[src/rtl/rr_arbiter_iob.sv]
// rr_arbiter_iob -- registered N-way arbiter for interconnect request sources.
//
// Picks one requester per decision and drives the crossbar mux select. Two
// priority encoders run side by side: one on the raw requests, one on the
// requests filtered by the round-robin mask. The masked result wins when it
// finds anything, which gives the rotating fairness in round-robin mode.
//
// Parameters
//   PORTS          number of requesters (>=1)
//   ARB_RR         1: round-robin, 0: fixed priority
//   ARB_BLOCK      1: hold a grant once issued, 0: re-arbitrate every cycle
//   ARB_BLOCK_ACK  with ARB_BLOCK=1: 1 hold until acknowledge, 0 hold while request stays high
//   LSB_PRIORITY   "HIGH": lowest index wins, "LOW": highest index wins
//
// Ports
//   clk            clock, all state on the rising edge
//   rst            synchronous active-high reset
//   request        per-port request level
//   acknowledge    per-port transfer-done pulse (used when ARB_BLOCK_ACK=1)
//   grant          registered one-hot grant, zero when idle
//   grant_valid    registered, high while any grant is active
//   grant_encoded  registered index of the granted port, zero when idle

`timescale 1ns/1ps

// priority_encoder_iob -- combinational priority encoder.
//   input_unencoded   request vector
//   output_valid      any bit set
//   output_encoded    index of the winning bit (zero when none)
//   output_unencoded  one-hot of the winning bit (zero when none)
module priority_encoder_iob #(
   parameter int WIDTH        = 4,
   parameter     LSB_PRIORITY = "HIGH",
   parameter int IW           = (WIDTH > 1) ? $clog2(WIDTH) : 1
) (
   input  logic [WIDTH-1:0] input_unencoded,
   output logic             output_valid,
   output logic [IW-1:0]    output_encoded,
   output logic [WIDTH-1:0] output_unencoded
);

   // The scan runs from the losing end towards the winning end so the last
   // set bit seen is the winner.
   always_comb begin
      output_valid     = |input_unencoded;
      output_encoded   = '0;
      output_unencoded = '0;
      if (LSB_PRIORITY == "HIGH") begin
         for (int unsigned i = WIDTH; i > 0; i--) begin
            if (input_unencoded[i-1]) begin
               output_encoded     = IW'(i - 1);
               output_unencoded   = '0;
               output_unencoded[i-1] = 1'b1;
            end
         end
      end else begin
         for (int unsigned i = 0; i < WIDTH; i++) begin
            if (input_unencoded[i]) begin
               output_encoded      = IW'(i);
               output_unencoded    = '0;
               output_unencoded[i] = 1'b1;
            end
         end
      end
   end

endmodule

module rr_arbiter_iob #(
   parameter int PORTS         = 4,
   parameter int ARB_RR        = 1,
   parameter int ARB_BLOCK     = 1,
   parameter int ARB_BLOCK_ACK = 1,
   parameter     LSB_PRIORITY  = "HIGH",
   parameter int IW            = (PORTS > 1) ? $clog2(PORTS) : 1
) (
   input  logic             clk,
   input  logic             rst,
   input  logic [PORTS-1:0] request,
   input  logic [PORTS-1:0] acknowledge,
   output logic [PORTS-1:0] grant,
   output logic             grant_valid,
   output logic [IW-1:0]    grant_encoded
);

   logic [PORTS-1:0] grant_q, grant_d;
   logic             grant_valid_q, grant_valid_d;
   logic [IW-1:0]    grant_enc_q, grant_enc_d;
   logic [PORTS-1:0] mask_q, mask_d;

   logic [PORTS-1:0] req_masked;
   logic             u_valid, m_valid;
   logic [IW-1:0]    u_idx, m_idx, win_idx;
   logic [PORTS-1:0] u_oh, m_oh, win_oh;
   logic [PORTS-1:0] mask_win;
   int unsigned      win_pos;

   assign req_masked = request & mask_q;

   priority_encoder_iob #(
      .WIDTH        (PORTS),
      .LSB_PRIORITY (LSB_PRIORITY),
      .IW           (IW)
   ) u_enc_unmasked (
      .input_unencoded  (request),
      .output_valid     (u_valid),
      .output_encoded   (u_idx),
      .output_unencoded (u_oh)
   );

   priority_encoder_iob #(
      .WIDTH        (PORTS),
      .LSB_PRIORITY (LSB_PRIORITY),
      .IW           (IW)
   ) u_enc_masked (
      .input_unencoded  (req_masked),
      .output_valid     (m_valid),
      .output_encoded   (m_idx),
      .output_unencoded (m_oh)
   );

   always_comb begin
      if ((ARB_RR != 0) && m_valid) begin
         win_idx = m_idx;
         win_oh  = m_oh;
      end else begin
         win_idx = u_idx;
         win_oh  = u_oh;
      end

      // Mask keeps only the ports on the lower-priority side of the winner;
      // it empties after the edge port so the next search wraps around.
      win_pos  = 32'(win_idx);
      mask_win = '0;
      for (int unsigned j = 0; j < PORTS; j++) begin
         if (LSB_PRIORITY == "HIGH") begin
            mask_win[j] = (j > win_pos);
         end else begin
            mask_win[j] = (j < win_pos);
         end
      end

      grant_d       = grant_q;
      grant_valid_d = grant_valid_q;
      grant_enc_d   = grant_enc_q;
      mask_d        = mask_q;

      if ((ARB_BLOCK != 0) && (ARB_BLOCK_ACK == 0) && (|(grant_q & request))) begin
         // holder still requesting: keep everything
      end else if ((ARB_BLOCK != 0) && (ARB_BLOCK_ACK != 0) && grant_valid_q &&
                   !(|(grant_q & acknowledge))) begin
         // waiting for the holder's acknowledge: keep everything
      end else if (u_valid) begin
         grant_d       = win_oh;
         grant_valid_d = 1'b1;
         grant_enc_d   = win_idx;
         if (ARB_RR != 0) begin
            mask_d = mask_win;
         end
      end else begin
         grant_d       = '0;
         grant_valid_d = 1'b0;
         grant_enc_d   = '0;
      end
   end

   always_ff @(posedge clk) begin
      if (rst) begin
         grant_q       <= '0;
         grant_valid_q <= 1'b0;
         grant_enc_q   <= '0;
         mask_q        <= '0;
      end else begin
         grant_q       <= grant_d;
         grant_valid_q <= grant_valid_d;
         grant_enc_q   <= grant_enc_d;
         mask_q        <= mask_d;
      end
   end

   assign grant         = grant_q;
   assign grant_valid   = grant_valid_q;
   assign grant_encoded = grant_enc_q;

endmodule

[config.mk]
export PLATFORM = sky130hd
export DESIGN_NAME = rr_arbiter_iob
export DESIGN_NICKNAME = d
export VERILOG_FILES = /design/src/rtl/rr_arbiter_iob.sv
export SDC_FILE = /design/constraint.sdc
export NUM_CORES = 1
export LEC_CHECK = 0
export CAP_MARGIN = 20
export CORE_ASPECT_RATIO = 1.5
export CORE_MARGIN = 2
export CORE_UTILIZATION = 30
export DETAILED_ROUTE_END_ITERATION = 8
export GPL_ROUTABILITY_DRIVEN = 0
export GPL_TIMING_DRIVEN = 0
export SLEW_MARGIN = 20
export SYNTH_ARGS = -nofsm -noshare
export SYNTH_HDL_FRONTEND = slang
export SYNTH_HIERARCHICAL = 1
export SYNTH_SLANG_ARGS = --single-unit
[constraint.sdc]
create_clock -name clk -period 2 [get_ports clk]
set_input_delay 0.2 -clock clk [delete_from_list [all_inputs] [get_ports clk]]
set_output_delay 0.2 -clock clk [all_outputs]
set_load 0.05 [all_outputs]
==> results.json <==
{
  "grt-ovfl-total": 0,
  "grt_use_total_pct": 13.0,
  "wl_um": 1580,
  "drive_above_1_share_pct": 22.6,
  "p_leak_nw": 0.386,
  "ys_seq_area_share_pct": 28.2,
  "crit_chain": "clkdlybuf4s50_1 -> and2_1 -> nor2_1 -> nand2_1 -> buf_2 -> mux2i_1 -> a211o_2 -> a21oi_2",
  "cp-end-kind": "flop",
  "p_per_area_nw_per_um2": 591,
  "start_util_pct": 31.8,
  "cts_resized": 0,
  "synth-main-ff-cell": "dfxtp_1",
  "final_area_um2": 940,
  "port_buffers": 16,
  "finClkSkew_ns": 0.00271,
  "ys_warn_count": 6,
  "antenna_found_initial": 0,
  "yosysUniqueCellTypes": 25,
  "synth.area.top_cells": "dfxtp_1 28%, mux2i_1 13%, a211o_2 8.5%",
  "syn-mean-instance-area_um2": 8.65,
  "cts_tree": "done",
  "post-place-ws_ns": -0.0250,
  "dp.cells": 126,
  "seq_area_um2": 200,
  "startpoint_type": "input port",
  "fillCellCount": 231,
  "ctsHoldBuffers": 0,
  "crit_end": "grant_encoded[1]",
  "synthCells": 82,
  "final_nets": 118,
  "vdd_drop_max_uv": 404,
  "fp.coreArea_um2": 2230,
  "hp-class": "reg -> reg",
  "clock-sinks": 10,
  "fin_ws_ns": 0.249,
  "hold_viol": 0,
  "rr_worst_depth": 7,
  "yosysTopAreaCellShare_pct": 28.2,
  "synth_area_um2": 709,
  "status": "completed",
  "period_minus_slack_ns": 1.75,
  "grt_pass1_wl_um": 2740,
  "crit_path_start": "request[1]",
  "path_delay_family": "buffers and inverters",
  "slowest_delay_ns": 0.56,
  "grt_pass1_vias": 655,
  "antenna_cells": 0,
  "rrSetupSlack_ns": 0.42,
  "ant_nets": 0,
  "area_delta_synth_final_pct": 32.5,
  "viasPerCell": 4.98,
  "drc": 0,
  "synth_top_area_cell": "dfxtp_1",
  "clock_latency_ns": 0.27,
  "cts_setup_buffers": 0,
  "worstPathBufferInverterCount": 2,
  "criticalPathCategory": "in -> reg",
  "cts-root-buf": "clkbuf_4",
  "io_pins": 17,
  "die_h_um": 63.6,
  "hpwl_um": 1270,
  "yosysMostFrequentCell": "dfxtp_1",
  "drtIter0Drc": 21,
  "async_flop_share_pct": 0,
  "relSlewSlack_pct": 57.2,
  "post-route-period-util_pct": 87.6,
  "finalMaxSlewViolations": 0,
  "vias": 643,
  "reg2reg_from": "mask_q[3]",
  "placed_cell_area_um2": 917,
  "die_x_um": 43.7,
  "max-cap-violations": 0,
  "ys_ff_latch": 10,
  "cp_max_fo": 10,
  "tns_ns": 0,
  "critPathSlowestCell": "clkdlybuf4s50_1",
  "multi_input_comb_area_um2": 478,
  "cp_data_arrival_time_ns": 1.95,
  "rsz0062_at_grt": "false",
  "fmaxAchievable_mhz": 571,
  "cp.depth": 8,
  "yosys-top-cells-count": "10 x dfxtp_1, 9 x mux2i_1, 7 x nor2_1, 6 x a211o_2, 6 x a21oi_2",
  "clkTransAtPathRegs_ns": 0.06,
  "synth_edf_count": 0,
  "setup_viol_count_final": 0,
  "drtPass1Iterations": 4,
  "clk_path_buf_depth": 2,
  "worst_slew_pin_slew_ns": 0.642,
  "fp.dieArea_um2": 2780,
  "fin_cells": 129,
  "numCtsBuffers": 3,
  "grt_max_degree": 11,
  "wl_per_cell_um": 12.3,
  "rr_endpoint": "grant_encoded[1]",
  "cp.required_ns": 2.20,
  "cts.htree.levels": 1,
  "rows": 21
}
-- area by class of cell --
| cell class | count | area share, % |
|---|---|---|
| inverters | 3 | 1.20 |
| well taps | 23 | 3.06 |
| multi-input cells | 68 | 50.9 |
| plain buffers | 6 | 4.13 |
| repair buffers | 16 | 17.0 |
| flip-flops and latches | 10 | 21.3 |
| clock buffers | 3 | 2.40 |
-- metrics by stage --
| step | util [%] | total power, mW | hold WS (ns) |
|---|---|---|---|
| after floorplan | - | 0.365 | 0.384 |
| after global placement | 41.1 | 0.420 | 0.448 |
| after detailed placement | 41.1 | 0.424 | 0.455 |
| after CTS | 42.1 | 0.564 | 0.468 |
| after global routing | 42.1 | 0.590 | 0.496 |
| final | 42.1 | 0.556 | 0.463 |
-- power by group --
| part | total, mW | internal [mW] | switching, mW |
|---|---|---|---|
| registers | 0.225 | 0.216 | 0.00910 |
| clock network | 0.138 | 0.0696 | 0.0685 |
| logic | 0.193 | 0.0882 | 0.104 |
| total | 0.556 | 0.374 | 0.182 |
-- cells by family after synthesis --
family          synth area share [%]
simple gates                    27.3
flops                           28.2
compound gates                  24.2
mux                             12.7
other cells                    0.529
buf+inv                         7.05
-- layout by cell type, fill, tap and decap left out, drive strengths merged --
cell and instances:
o21bai 1, nand3 6, a21oi 9, a21o 1
and3b 1, inv 3, clkbuf 4, a21boi 1
nand2b 6, dfxtp 10, a222oi 1, clkdlybuf4s50 16
a311o 1, a211o 6, and2 5, nor3b 1
nand2 2, mux2i 9, nor2 7, buf 5
nor3 5, conb 6
-- worst min-delay path, stage by stage (launching register included) --
cell and delay [ns]:
dfxtp_1 0.32, nand3_2 0.06, a21oi_2 0.04
-- worst min path at each step --
stage | start | to | cells after the start
6_report | grant_encoded[1] | grant_encoded[1] | 2
5_1_grt | grant_encoded[1] | grant_encoded[1] | 2
4_1_cts | grant_encoded[1] | grant_encoded[1] | 2
3_5_place_dp | grant_encoded[1] | grant_encoded[1] | 2
3_3_place_gp | grant_encoded[1] | grant_encoded[1] | 2
2_1_floorplan | rst | mask_q[2] | 2
-- layer usage --
metal	vias to the layer above	wire length, um	track usage, %	part of all wire [%]
met1	295	673	14.9	43
li1	336	-	-	-
met5	-	0	0	0
met3	2	46	1.72	2.9
met2	10	845	22.4	53
met4	0	15	6.82	0.95
-- flip-flops by register name, summed over array words and instances, names as in the netlist --
| register | cells |
|---|---|
| grant_valid | 1 |
| grant | 4 |
| grant_encoded | 2 |
| mask_q | 3 |
Note: power is estimated with default switching activity, not from simulation.
